--- src/rtl/ahb_arb_mux_nm1s.sv ---
// N-master to 1-slave AHB-Lite arbiter and multiplexer.
// Address phase is muxed combinationally from the selected master; data phase follows the registered data-phase owner.
module ahb_arb_mux_nm1s #(
  parameter int NM = 2,
  parameter int AW = 32,
  parameter int DW = 64,
  parameter int RR = 1
) (
  input  logic             HCLK,
  input  logic             HRESETn,
  input  logic [NM*AW-1:0] HADDR_M,
  input  logic [NM*2-1:0]  HTRANS_M,
  input  logic [NM-1:0]    HWRITE_M,
  input  logic [NM*3-1:0]  HSIZE_M,
  input  logic [NM-1:0]    HMASTLOCK_M,
  input  logic [NM*DW-1:0] HWDATA_M,
  output logic [NM-1:0]    HREADY_M,
  output logic [NM-1:0]    HRESP_M,
  output logic [DW-1:0]    HRDATA_M,
  output logic [AW-1:0]    HADDR,
  output logic [1:0]       HTRANS,
  output logic             HWRITE,
  output logic [2:0]       HSIZE,
  output logic             HMASTLOCK,
  output logic [DW-1:0]    HWDATA,
  input  logic             HREADY,
  input  logic             HRESP,
  input  logic [DW-1:0]    HRDATA,
  output logic [2:0]       HMASTER
);

  localparam int IW = (NM > 2) ? $clog2(NM) : 1;

  logic [NM-1:0] req;
  logic [IW-1:0] g, d, p, s, win, cidx;
  logic          d_valid, s_req;
  int            cand;

  always_comb begin
    for (int m = 0; m < NM; m++) req[m] = HTRANS_M[2*m+1];
  end

  // Iterating from the far end keeps the last hit, i.e. the nearest winner.
  always_comb begin
    win  = g;
    cand = 0;
    cidx = '0;
    if (RR != 0) begin
      for (int k = NM; k >= 1; k--) begin
        cand = int'(p) + k;
        if (cand >= NM) cand = cand - NM;
        cidx = IW'(cand);
        if (req[cidx]) win = cidx;
      end
    end else begin
      for (int k = NM - 1; k >= 0; k--) begin
        if (req[IW'(k)]) win = IW'(k);
      end
    end
  end

  // Owner keeps the bus while requesting or locked; reset forces an idle address phase.
  always_comb begin
    s     = g;
    s_req = 1'b0;
    if (!HRESETn) begin
      s_req = 1'b0;
    end else if (req[g] || HMASTLOCK_M[g]) begin
      s_req = req[g];
    end else if (|req) begin
      s     = win;
      s_req = 1'b1;
    end
  end

  always_comb begin
    HADDR     = '0;
    HTRANS    = 2'b00;
    HWRITE    = 1'b0;
    HSIZE     = 3'b000;
    HMASTLOCK = 1'b0;
    if (s_req) begin
      HADDR     = HADDR_M[s*AW +: AW];
      HTRANS    = HTRANS_M[s*2 +: 2];
      HWRITE    = HWRITE_M[s];
      HSIZE     = HSIZE_M[s*3 +: 3];
      HMASTLOCK = HMASTLOCK_M[s];
    end
    HMASTER = 3'(s);
  end

  always_comb begin
    HWDATA = '0;
    if (d_valid) HWDATA = HWDATA_M[d*DW +: DW];
    HRDATA_M = HRDATA;
  end

  // Stalled requesters other than the selected master see wait states.
  always_comb begin
    HREADY_M = '1;
    HRESP_M  = '0;
    for (int m = 0; m < NM; m++) begin
      if ((d_valid && d == IW'(m)) || (s_req && s == IW'(m))) HREADY_M[m] = HREADY;
      else if (req[m] && HRESETn) HREADY_M[m] = 1'b0;
      if (d_valid && d == IW'(m)) HRESP_M[m] = HRESP;
    end
  end

  always_ff @(posedge HCLK or negedge HRESETn) begin
    if (!HRESETn) begin
      g       <= '0;
      d       <= '0;
      d_valid <= 1'b0;
      p       <= IW'(NM - 1);
    end else if (HREADY) begin
      g       <= s;
      d       <= s;
      d_valid <= s_req;
      if (s_req) p <= s;
    end
  end

endmodule
--- config.mk ---
export PLATFORM = sky130hd
export DESIGN_NAME = ahb_arb_mux_nm1s
export DESIGN_NICKNAME = d
export VERILOG_FILES = /design/src/rtl/ahb_arb_mux_nm1s.sv
export SDC_FILE = /design/constraint.sdc
export NUM_CORES = 1
export LEC_CHECK = 0
export ABC_AREA = 1
export CAP_MARGIN = 0
export CORE_AREA = 2 2 173 175
export CTS_CLUSTER_SIZE = 20
export DETAILED_ROUTE_END_ITERATION = 8
export DIE_AREA = 0 0 175 177
export PLACE_DENSITY = 0.41
export SLEW_MARGIN = 0
export SYNTH_ARGS = -nofsm -noshare
export SYNTH_HDL_FRONTEND = slang
export SYNTH_SLANG_ARGS = --single-unit
--- constraint.sdc ---
create_clock -name HCLK -period 3.5 [get_ports HCLK]
set_clock_uncertainty 0.2 [all_clocks]
set_input_delay 0.35 -clock HCLK [delete_from_list [all_inputs] [get_ports HCLK]]
set_output_delay 0.35 -clock HCLK [all_outputs]
set_load 0.005 [all_outputs]
==> impl_metrics.yaml, run 1 <==
pwr:
  power.density_mw_per_mm2: 344
  power.leakage_nw: 2.12
  peakVddDrop_uv: 148
clock_tree:
  cts_setup_buffers: 0
  clk_latency_ns: 0.22
  cts_num_sinks: 2
  cts_resized: 0
  cts_made_buffers: 3
  h-tree-depth: 1
  cts_buffer_depth: 2
  cts_tree: "yes"
  clock-root-buffer: "clkbuf_16"
  cts.hold.buffers_added: 0
  cts.clk_slew.worst_paths_ns: 0.03
layout:
  synthToLayoutAreaGrowth_pct: 135
  num-fill-cells: 3325
  fin_util_pct: 18.6
  drive_above_1_share_pct: 4.57
  regArea_um2: 51.3
  nNetsFinal: 953
  multiInputGateArea_mm2: 0.00153
synth:
  yosysMostFrequentCell: "nand2_1"
  syn_area_per_cell_um2: 5.11
  ys_types: 20
  seq_area_frac_synth_pct: 2.16
  async_flop_share_pct: 100
  synth_commonest_cells: "181 x nand2_1, 69 x buf_4, 69 x nand3_1, 65 x a21oi_1, 16 x clkbuf_1"
  synth_edf_count: 0
  yosys_warnings: 0
  yosys.area.top_type: "nand2_1"
  synth_area_mm2: 0.00232
  synth_area_leaders: "nand2_1 29%, buf_4 22%, nand3_1 15%, a21oi_1 14%, nand3_2 4.7%"
  yosysTopAreaCellShare_pct: 29.3
  synth_top_flop_cell: "dfrtp_1"
  synthCells: 454
  yosys_register_bits: 2
floorplanning:
  dieArea_mm2: 0.0310
  core_area_mm2: 0.0292
  num_rows: 63
  die_h_um: 177
  start_util_pct: 7.93
  fp.dieW_um: 175
  io_pins: 448
setup_path:
  cp_max_fo: 24
  crit_type: "reg2out"
  critPathCaptureType: "output port"
  reg2reg_from: "d$_DFFE_PN0P_"
  required_ns: 2.95
  arrival_ns: 2.64
  ff2ff_path_depth: 8
  r2r-end: "d$_DFFE_PN0P_"
  worstSetupStartpointType: "register"
  r2r_slack_ns: 1.59
sta:
  min_period_ns: 3.19
  fin_crit_sh_pct: 91.2
  fin_setup_tns_ns: 0
  holdWs_ns: 0.141
  finalHoldViolCount: 0
  fin_ws_ns: 0.310
  setup_viol: 0
  tightest_slew_ns: 0.602
  rsz0062_at_grt: "false"
  slew_viol_final: 0
  relSlewSlack_pct: 59.9
  fmax_mhz: 313
detailed_routing:
  wirelength_um: 15000
  routed_via_density: 3.43
  wl_met3_um: 1640
  drt_first_pass_iters: 4
  ant_nets: 0
  highest_layer: "met4"
  dr.first_iter.drc_count: 73
  wl_per_cell_um: 14.1
  wl_met2_um: 6920
  drcViolationCount: 0
  wl_met1_um: 6060
  num_vias: 3669
grt:
  grt_use_total_pct: 9.09
  grt_pass1_vias: 3754
  overflow: 0
  grt_max_degree: 77
  grt_pass1_wl_um: 21600
  grt_antenna_before_repair: 1
place:
  gp_congestion: 0.757
  dp_hpwl_um: 12400
  dp_slack_ns: 0.424
  numPortBuffers: 317
outcome:
  status: "completed"
hold_path:
  min_path_type: "in2async"
job:
  maxCapViolCount: 0
[where the power goes]
group / total, mW / switching, mW / leakage, nW / internal, mW
registers: 0.0588 / 0.0289 / 0.0221 / 0.0299
logic: 1.64 / 0.783 / 2.06 / 0.854
clock network: 0.177 / 0.0274 / 0.0382 / 0.150
total: 1.87 / 0.839 / 2.12 / 1.03
[registers in the layout, summed over array words and instances (netlist names)]
| signal | flops |
|---|---|
| d_valid | 1 |
| d | 1 |
[layout by cell type, fill, tap and decap left out, types with 2 or more instances in the layout]
cell,netlist,routed
clkbuf_16,0,3
nand2_2,6,6
inv_2,1,2
conb_1,1,2
buf_12,0,3
clkdlybuf4s50_1,0,317
nand3_1,69,69
inv_1,6,5
nand2_1,181,181
nand3_2,11,11
a21oi_1,65,65
buf_4,69,4
nor2_1,3,3
[through the flow]
stage / total power [mW] / cell area [um2] / std cells
2_1_floorplan: 0.841 / 2320 / 455
3_3_place_gp: 1.75 / 5370 / 1064
3_5_place_dp: 1.72 / 5370 / 1064
4_1_cts: 1.91 / 5450 / 1068
5_1_grt: 2.05 / 5450 / 1068
6_report: 1.87 / 5450 / 1069
[critical path: stages (launching register included)]
cell and delay [ns]:
dfrtp_2 0.56, inv_4 0.28, nand2_1 0.10, nand2_2 0.08, nand3_2 0.10, nand2_2 0.08, nand2_2 0.08, inv_2 0.24
buf_12 0.22, nand3_1 0.08, nand2_1 0.07, clkdlybuf4s50_1 0.50
[worst max path at each step]
stage | endpoint | from | cells past startpoint | slack (ns)
after global routing | HADDR[24] | d$_DFFE_PN0P_ | 11 | 0.11
after detailed placement | HADDR[22] | HRESETn | 11 | 0.42
after CTS | HADDR[22] | d$_DFFE_PN0P_ | 11 | 0.25
after floorplan | HADDR[12] | d$_DFFE_PN0P_ | 10 | 1.62
final | HADDR[24] | d$_DFFE_PN0P_ | 11 | 0.31
after global placement | HADDR[25] | HRESETn | 11 | 0.45
[cells by family after synthesis]
group | share of synthesized area, %
DFF | 2.16
buffers and inverters | 31.8
AOI/OAI and AO/OA | 14.5
other | 0.162
and+or+nand+nor | 51.4
[final cells by class]
class	instances	area share, %
antenna	1	0.0459
clock buffer	4	1.45
inverter	8	0.597
multi-input combinational	340	28.1
sequential	2	0.941
tap	390	8.95
timing repair buffer	324	59.9
[layer usage]
metal	track usage (%)	up-vias
met5	0	-
met4	3.68	0
met2	15.4	246
met1	10.3	1544
li1	-	1847
met3	3.46	32
(Power assumes the default switching activity.)
==> run 2, diff against run 1 <==
--- a/config.mk
+++ b/config.mk
@@ -6,7 +6,7 @@
 export NUM_CORES = 1
 export LEC_CHECK = 0
 export ABC_AREA = 1
-export CAP_MARGIN = 0
+export ABC_CLOCK_PERIOD_IN_PS = 3500
 export CORE_AREA = 2 2 173 175
 export CTS_CLUSTER_SIZE = 20
 export DETAILED_ROUTE_END_ITERATION = 8
==> results of run 2 <==
Final layout, timing and power as in run 1 (identical DEF).
